**src/rtl/hazard_ctrl_pkg.sv**
```systemverilog
// Shared definitions for the hazard sequencer: FSM state encoding, register constants and counter sizing.
package hazard_ctrl_pkg;

  localparam int unsigned REG_ADDR_W = 5;
  localparam logic [REG_ADDR_W-1:0] REG_ZERO = 5'd0;

  typedef enum logic [1:0] {
    IDLE     = 2'd0,
    LD_STALL = 2'd1,
    FLUSH    = 2'd2,
    POP      = 2'd3
  } hz_state_e;

  // Down-counter must hold the largest reload value; never narrower than one bit.
  function automatic int unsigned cnt_width(input int unsigned a, input int unsigned b);
    int unsigned m;
    int unsigned w;
    m = (a > b) ? a : b;
    w = 32'($clog2(m + 1));
    return (w == 0) ? 1 : w;
  endfunction

endpackage

```
**src/rtl/hazard_ctrl_cmp.sv**
```systemverilog
// Load-use comparator between the ID source operands and the load sitting in EX.
module hazard_ctrl_cmp
  import hazard_ctrl_pkg::*;
#(
  parameter bit ZERO_REG_HARDWIRED = 1'b1
) (
  input  logic [REG_ADDR_W-1:0] id_read_addr1,
  input  logic [REG_ADDR_W-1:0] id_read_addr2,
  input  logic                  id_read_en1,
  input  logic                  id_read_en2,
  input  logic [REG_ADDR_W-1:0] ex_dest_reg,
  input  logic                  ex_mem_read,
  input  logic                  ex_reg_write,
  output logic                  luse
);

  logic hit1;
  logic hit2;
  logic zero_mask;

  assign hit1      = id_read_en1 && (id_read_addr1 == ex_dest_reg);
  assign hit2      = id_read_en2 && (id_read_addr2 == ex_dest_reg);
  assign zero_mask = ZERO_REG_HARDWIRED && (ex_dest_reg == REG_ZERO);
  assign luse      = ex_mem_read && ex_reg_write && (hit1 || hit2) && !zero_mask;

endmodule

```
**src/rtl/hazard_ctrl.sv**
```systemverilog
// Hazard sequencer: load-use stalls, post-redirect flushes and the ret pop handshake with the return stack.
module hazard_ctrl
  import hazard_ctrl_pkg::*;
#(
  parameter int unsigned LOAD_STALL_CYCLES  = 1,
  parameter int unsigned FLUSH_CYCLES       = 2,
  parameter bit          ZERO_REG_HARDWIRED = 1'b1
) (
  input  logic                  clk,
  input  logic                  rst,
  input  logic [REG_ADDR_W-1:0] id_read_addr1,
  input  logic [REG_ADDR_W-1:0] id_read_addr2,
  input  logic                  id_read_en1,
  input  logic                  id_read_en2,
  input  logic                  id_ret,
  input  logic [REG_ADDR_W-1:0] ex_dest_reg,
  input  logic                  ex_mem_read,
  input  logic                  ex_reg_write,
  input  logic                  ex_redirect,
  input  logic                  stk_pop_ack,
  output logic                  stk_pop_req,
  output logic                  data_hazard,
  output logic                  PC_hazard,
  output logic                  pop_haz,
  output logic                  clr_ret_hazard
);

  localparam int unsigned CNT_W = cnt_width(LOAD_STALL_CYCLES, FLUSH_CYCLES);
  localparam logic [CNT_W-1:0] FLUSH_LOAD = CNT_W'(FLUSH_CYCLES - 1);
  localparam logic [CNT_W-1:0] STALL_LOAD = CNT_W'((LOAD_STALL_CYCLES > 1) ? (LOAD_STALL_CYCLES - 2) : 0);

  hz_state_e        state;
  hz_state_e        state_n;
  logic [CNT_W-1:0] cnt;
  logic [CNT_W-1:0] cnt_n;
  logic             pend_flush;
  logic             pend_flush_n;
  logic             luse;

  hazard_ctrl_cmp #(
    .ZERO_REG_HARDWIRED(ZERO_REG_HARDWIRED)
  ) u_cmp (
    .id_read_addr1(id_read_addr1),
    .id_read_addr2(id_read_addr2),
    .id_read_en1  (id_read_en1),
    .id_read_en2  (id_read_en2),
    .ex_dest_reg  (ex_dest_reg),
    .ex_mem_read  (ex_mem_read),
    .ex_reg_write (ex_reg_write),
    .luse         (luse)
  );

  // State, counter and registered outputs; outputs follow the state being entered.
  always_ff @(posedge clk) begin
    if (rst) begin
      state          <= IDLE;
      cnt            <= '0;
      pend_flush     <= 1'b0;
      PC_hazard      <= 1'b0;
      pop_haz        <= 1'b0;
      stk_pop_req    <= 1'b0;
      clr_ret_hazard <= 1'b0;
    end else begin
      state          <= state_n;
      cnt            <= cnt_n;
      pend_flush     <= pend_flush_n;
      PC_hazard      <= (state_n == FLUSH);
      pop_haz        <= (state_n == POP);
      stk_pop_req    <= (state_n == POP);
      clr_ret_hazard <= (state == POP) && stk_pop_ack;
    end
  end

  // Next state; data_hazard is Mealy so the first bubble lands in the conflict cycle itself.
  always_comb begin
    state_n      = state;
    cnt_n        = cnt;
    pend_flush_n = pend_flush;
    data_hazard  = 1'b0;
    case (state)
      IDLE: begin
        if (ex_redirect) begin
          state_n = FLUSH;
          cnt_n   = FLUSH_LOAD;
        end else if (luse) begin
          data_hazard = 1'b1;
          if (LOAD_STALL_CYCLES > 1) begin
            state_n = LD_STALL;
            cnt_n   = STALL_LOAD;
          end
        end else if (id_ret) begin
          state_n = POP;
        end
      end
      LD_STALL: begin
        if (ex_redirect) begin
          state_n = FLUSH;
          cnt_n   = FLUSH_LOAD;
        end else begin
          data_hazard = 1'b1;
          if (cnt == '0) state_n = IDLE;
          else           cnt_n   = cnt - CNT_W'(1);
        end
      end
      FLUSH: begin
        if (ex_redirect)     cnt_n   = FLUSH_LOAD;
        else if (cnt == '0)  state_n = IDLE;
        else                 cnt_n   = cnt - CNT_W'(1);
      end
      POP: begin
        // A pop always completes; a redirect seen meanwhile is replayed as a flush afterwards.
        if (stk_pop_ack) begin
          pend_flush_n = 1'b0;
          if (pend_flush || ex_redirect) begin
            state_n = FLUSH;
            cnt_n   = FLUSH_LOAD;
          end else begin
            state_n = IDLE;
          end
        end else if (ex_redirect) begin
          pend_flush_n = 1'b1;
        end
      end
      default: state_n = IDLE;
    endcase
    if (rst) data_hazard = 1'b0;
  end

endmodule

```
**config.mk**
```make
export PLATFORM = sky130hd
export DESIGN_NAME = hazard_ctrl
export DESIGN_NICKNAME = d
export VERILOG_FILES = /design/src/rtl/hazard_ctrl_pkg.sv /design/src/rtl/hazard_ctrl_cmp.sv /design/src/rtl/hazard_ctrl.sv
export SDC_FILE = /design/constraint.sdc
export NUM_CORES = 1
export LEC_CHECK = 0
export CORE_AREA = 2 2 39 41
export CTS_BUF_LIST = sky130_fd_sc_hd__clkbuf_4 sky130_fd_sc_hd__clkbuf_8
export CTS_CLUSTER_SIZE = 12
export DETAILED_ROUTE_END_ITERATION = 10
export DIE_AREA = 0 0 41 43
export DONT_BUFFER_PORTS = 1
export SYNTH_ARGS = -nofsm -noshare
export SYNTH_HDL_FRONTEND = slang
export SYNTH_SLANG_ARGS = --single-unit
```
**constraint.sdc**
```tcl
create_clock -name clk -period 2.4 [get_ports clk]
set_clock_uncertainty 0.05 [all_clocks]
set_input_delay 0.36 -clock clk [delete_from_list [all_inputs] [get_ports clk]]
set_output_delay 0.36 -clock clk [all_outputs]
set_load 0.005 [all_outputs]
```
==> flow_summary.yaml, run 1 <==
sta:
  slew_headroom: 0.8067
  hold_viol: 0
  finalMaxSlewViolations: 0
  fin_crit_sh: 0.8485
  finalSetupViolations: 0
  max_freq_ghz: 0.4910
  tightestPinTransition_ps: 285.9
  fin_ws_ps: 363.5
  tns_ps: 0
  rsz0062_at_grt: "no"
  final.min_clock_period_ps: 2036
synthesis:
  synth.distinct_cells: 34
  synth_compound_area_frac: 0.2078
  synth_flop_cell: "dfxtp_1"
  synthMuxAreaShare: 0
  yosysSeqAreaShare: 0.2485
  synth_edf_count: 0
  synthCells: 78
  synth_xor_area_frac: 0.1359
  synth_area_leaders: "dfxtp_1 25%, xor2_1 11%, ha_1 9.7%"
  synth_top_cell_by_area: "dfxtp_1"
  yosys.area_share.simple: 0.2505
  syn-num-nets: 107
  synth-warning-count: 0
  synth_seq_cells: 8
  yosysTopAreaCellShare: 0.2485
  synth_fa_ha_area_frac: 0.09709
  avgSynthCellArea_um2: 8.261
  synth_top_family_by_area: "simple AND/OR/NAND/NOR gates"
  synthArstFlopShare: 0
  syn-cell-area_um2: 644.4
route:
  drtIter0Drc: 5
  wire_per_inst_um: 13.14
  postRouteAntennaNets: 0
  wl_um: 1248
  detail_route.vias_per_cell: 5.947
  drc: 0
  dr.pass1.iters: 4
  num_vias: 565
placement:
  gp_congestion: 0.7692
  dpl.hpwl_um: 1008
  port_buffers: 0
  dp_slack_ps: 390.3
clocking:
  cts_buffer_depth: 2
  clkSlewWorstSetupHoldPaths_ps: 60
  cts_made_buffers: 3
  cts_max_level: 1
  cts_hold_buf: 0
  clock_latency_ps: 260
  cts-root-buf: "clkbuf_4"
  cts_tree: "built"
  clock-sinks: 8
  post_cts_buffers: 0
  ctsResizeCount: 0
die:
  core_area_um2: 1384
  top_level_ports: 29
  die_x_um: 41
  rows: 14
  initial_core_util: 0.4656
  die_area_um2: 1763
  die_h_um: 43
global_routing:
  grt_pass1_wl_um: 2118
  grt_pass1_vias: 516
  grt_max_degree: 13
  grt_antenna_before_repair: 0
  grt_overflow: 0
  grt.total_usage: 0.1791
critical_path:
  end_kind: "flip-flop"
  crit_top_cell: "a21oi_1"
  startpoint_type: "flip-flop"
  cp.arrival_ps: 2170
  cpLargestDelayFamily: "simple AND/OR/NAND/NOR gates"
  critPathKind: "flip-flop to flip-flop"
  critical_path.max_stage_delay_ps: 610
  cp_max_fo: 8
  path_cells: "inv_1 -> ha_1 -> a21oi_1 -> o21ai_1 -> or4b_2 -> a21oi_1"
  crit_slowest_cell: "or4b_2"
  worst-path-buf-inv: 1
  critPathRequiredTime_ps: 2540
finish:
  synthToLayoutAreaGrowth_pct: 5.243
  drive_gt1_frac: 0.1266
  nFillCells: 140
  mostFrequentLayoutCells: "8 x dfxtp_1, 8 x xor2_1, 6 x inv_1, 6 x nor2_1, 6 x nand2_1"
  antenna_cells: 0
  nets: 110
power_and_ir_drop:
  powerDensity_nw_per_um2: 515.7
  p_leak_nw: 0.2590
  ir_worst_vdd_mv: 0.2953
worst_hold_path:
  hp-class: "input pin to flip-flop"
flow_run:
  cap_violations: 0
status:
  outcome: "completed"
## state kept, by name, summed over array words and instances (netlist names)
signal and flops:
pop_haz 1, cnt 2, pend_flush 1, state 2, clr_ret_hazard 1, PC_hazard 1
## path summary, 6_finish.rpt
check / from / end / slack [ps] / cells after the start
max: state[0] / cnt[1] / 360 / 6
min: rst / cnt[0] / 120 / 1
max reg2reg: state[0] / cnt[1] / 360 / 6
min reg2reg: cnt[1] / cnt[1] / 400 / 2
## report_power, final
part | switching, mW | internal [mW] | leakage [nW]
Sequential | 0.00893 | 0.144 | 0.0656
Clock | 0.0482 | 0.0574 | 0.0138
Combinational | 0.0486 | 0.0428 | 0.180
Total | 0.106 | 0.244 | 0.259
## per-stage QoR
| stage | utilization | power, mW | hold slack [ps] | instance area, um^2 | instances |
|---|---|---|---|---|---|
| floorplan | - | 0.2358 | 381.8 | 644.4 | 78 |
| global placement | 0.4738 | 0.2462 | 380.5 | 655.6 | 92 |
| detailed placement | 0.4738 | 0.2458 | 384.0 | 655.6 | 92 |
| CTS | 0.4901 | 0.3573 | 104.9 | 678.2 | 95 |
| global route | 0.4901 | 0.3774 | 104.2 | 678.2 | 95 |
| finish | 0.4901 | 0.3497 | 116.6 | 678.2 | 95 |
## synthesized netlist by cell type, types with 2 or more instances
cell type / number
dfxtp_1: 8
xor2_1: 8
inv_1: 6
nand2_1: 6
nor2_1: 6
a21oi_1: 5
ha_1: 5
nor3_1: 3
o21ai_0: 3
a211oi_1: 2
a22o_1: 2
xnor2_1: 2
## routing by layer
layer,track usage,vias up,share of wire
li1,-,280,-
met1,0.2201,257,0.43
met2,0.2594,22,0.46
met3,0.07853,6,0.090
met4,0.08000,0,0.020
met5,0,-,0
## cells by family (layout without fill, tap and decap cells)
logic type / after synthesis / after routing
adder cells (fa/ha/maj): 5 / 5
flip-flops: 8 / 8
buffers and inverters: 9 / 10
AO/OA/AOI/OAI: 19 / 19
XOR/XNOR: 10 / 10
AND/OR/NAND/NOR: 27 / 27
## final cells by class
| class | count | area (um^2) | area share |
|---|---|---|---|
| multi-input cells | 61 | 445.4 | 0.6568 |
| flip-flops and latches | 8 | 160.2 | 0.2362 |
| clock buffers | 3 | 22.52 | 0.03321 |
| inverters | 6 | 22.52 | 0.03321 |
| well taps | 16 | 20.02 | 0.02952 |
| repair buffers | 1 | 7.507 | 0.01107 |
No activity file was read; power rests on OpenSTA's default activity.
==> inputs of run 2 (changes only) <==
Settings changed: ABC_AREA set to 1, PLACE_DENSITY set to 0.71.
Clock period 2.4 ns to 1.95 ns, I/O delays scaled along.
==> run 2 against run 1 <==
  * Clock-buffer cell count stayed put
  * Synthesized area up 14%
  * Sequential cell count did not move
  * Sequential power is 23% higher
  * Clock power is 25% higher
  * Synthesized cell count up 62%
  * Largest power group unchanged
  * Highest routed layer unchanged
==> flow_summary.yaml, run 2 <==
finish:
  synthToLayoutAreaGrowth_pct: 4.754
  drive_gt1_frac: 0.1641
  design_area_um2: 772.0
  nFillCells: 140
  antenna_cells: 0
  biggestRegsByFlops: "cnt: 2 flops, state: 2 flops"
  mostFrequentLayoutCells: "38 x nand2_1, 21 x inv_1, 17 x nor2_1, 8 x dfxtp_1, 7 x nand3_1"
  nets: 159
  layout_commonest_cell: "nand2_1"
synthesis:
  synth_seq_cells: 8
  synth_flop_cell: "dfxtp_1"
  synthCells: 126
  synthArstFlopShare: 0
  yosysMostFrequentCell: "nand2_1"
  synth-warning-count: 0
  synth.distinct_cells: 20
  avgSynthCellArea_um2: 5.849
  synth_top_cell_by_area: "dfxtp_1"
  yosysTopAreaCellShare: 0.2173
  synthTopCellsByCount: "38 x nand2_1, 21 x inv_1, 17 x nor2_1, 8 x dfxtp_1, 7 x nand3_1"
  synth_area_leaders: "dfxtp_1 22%, nand2_1 19%, inv_1 11%"
  syn-cell-area_um2: 737.0
  synth_edf_count: 0
  yosysSeqAreaShare: 0.2173
  syn-num-nets: 155
power_and_ir_drop:
  powerDensity_nw_per_um2: 580.3
  ir_worst_vdd_mv: 0.2200
  p_leak_nw: 0.4401
route:
  wire_per_inst_um: 10.02
  detail_route.vias_per_cell: 5.090
  dr.pass1.iters: 4
  postRouteAntennaNets: 0
  drc: 0
  wl_um: 1443
  num_vias: 733
  drtIter0Drc: 25
die:
  die_x_um: 41
  initial_core_util: 0.5325
  rows: 14
  die_h_um: 43
  die_area_um2: 1763
  core_area_um2: 1384
  top_level_ports: 29
critical_path:
  cp.arrival_ps: 1460
  critPathKind: "flip-flop to output pin"
  startpoint_type: "flip-flop"
  end_kind: "output pin"
  critPathRequiredTime_ps: 1610
  cp_max_fo: 5
global_routing:
  grt_overflow: 0
  grt_pass1_wl_um: 2332
  grt_antenna_before_repair: 0
  grt_pass1_vias: 621
  grt_max_degree: 8
  grt.total_usage: 0.1986
flow_run:
  cap_violations: 0
status:
  outcome: "completed"
clocking:
  ctsResizeCount: 0
  cts-root-buf: "clkbuf_4"
  cts_max_level: 1
  clkSlewWorstSetupHoldPaths_ps: 50
  post_cts_buffers: 0
  clock_latency_ps: 260
  clock-sinks: 8
  cts_made_buffers: 3
  cts_tree: "built"
  cts_hold_buf: 0
  cts_buffer_depth: 2
sta:
  tightestPinTransition_ps: 208.0
  slew_headroom: 0.8607
  fin_crit_sh: 0.9244
  finalSetupViolations: 0
  finalMaxSlewViolations: 0
  tns_ps: 0
  final.min_clock_period_ps: 1803
  rsz0062_at_grt: "no"
  max_freq_ghz: 0.5548
  hold_viol: 0
worst_hold_path:
  hp-class: "input pin to flip-flop"
placement:
  placed_cell_area_um2: 749.5
  dpl.hpwl_um: 1227
  gp_congestion: 0.7888
  port_buffers: 0
## run 2: where the power goes
| group | leakage, nW | internal (mW) | total [mW] | switching, mW |
|---|---|---|---|---|
| sequential | 0.0656 | 0.177 | 0.188 | 0.0114 |
| combinational | 0.361 | 0.0508 | 0.128 | 0.0772 |
| clock | 0.0138 | 0.0707 | 0.132 | 0.0610 |
## run 2: per-layer routing
| layer | global-route usage | up-vias | wire (um) |
|---|---|---|---|
| met5 | 0 | - | 0 |
| met4 | 0.1400 | 0 | 52 |
| met3 | 0.03665 | 5 | 90 |
| met2 | 0.3406 | 32 | 736 |
| met1 | 0.1955 | 310 | 564 |
| li1 | - | 386 | - |
## run 2: metrics by stage
stage | power (mW) | util | std cells | hold slack [ps] | worst slack [ps]
floorplan | 0.2979 | - | 126 | 314.9 | 564.0
global placement | 0.3163 | 0.5416 | 141 | 317.1 | 370.6
detailed placement | 0.3192 | 0.5416 | 141 | 318.2 | 395.1
CTS | 0.4539 | 0.5579 | 144 | 37.04 | 137.4
global route | 0.4796 | 0.5579 | 144 | 40.09 | 0.9172
finish | 0.4480 | 0.5579 | 144 | 43.44 | 147.5
## run 2: logic make-up (layout without fill, tap and decap cells)
logic type | after synthesis | in the layout | synth area share
flip-flops | 8 | 8 | 0.2173
buffers and inverters | 27 | 29 | 0.1426
adder cells (fa/ha/maj) | 5 | 5 | 0.08489
AND/OR/NAND/NOR | 77 | 77 | 0.4652
AO/OA/AOI/OAI | 9 | 9 | 0.08998
## run 2: layout make-up
| class | instances | area [um^2] | share of cell area |
|---|---|---|---|
| Multi-Input combinational cell | 91 | 471.7 | 0.6110 |
| Sequential cell | 8 | 160.2 | 0.2075 |
| Inverter | 26 | 97.59 | 0.1264 |
| Clock buffer | 3 | 22.52 | 0.02917 |
| Tap cell | 16 | 20.02 | 0.02593 |
## run 2: path summary, 6_finish.rpt
check	slack, ps	endpoint	depth (start not counted)	start
worst max register to register	370	PC_hazard	8	state[1]
worst min register to register	440	cnt[1]	2	cnt[1]
worst max-delay path	150	data_hazard	6	state[0]
worst min-delay path	40	clr_ret_hazard	1	rst
## run 2: critical path, cell delays in order (launching register included)
cell     delay [ps]
dfxtp_1         360
inv_1           130
ha_1            190
inv_1            60
nor2_1          180
nand3_1         100
a21oi_1         180
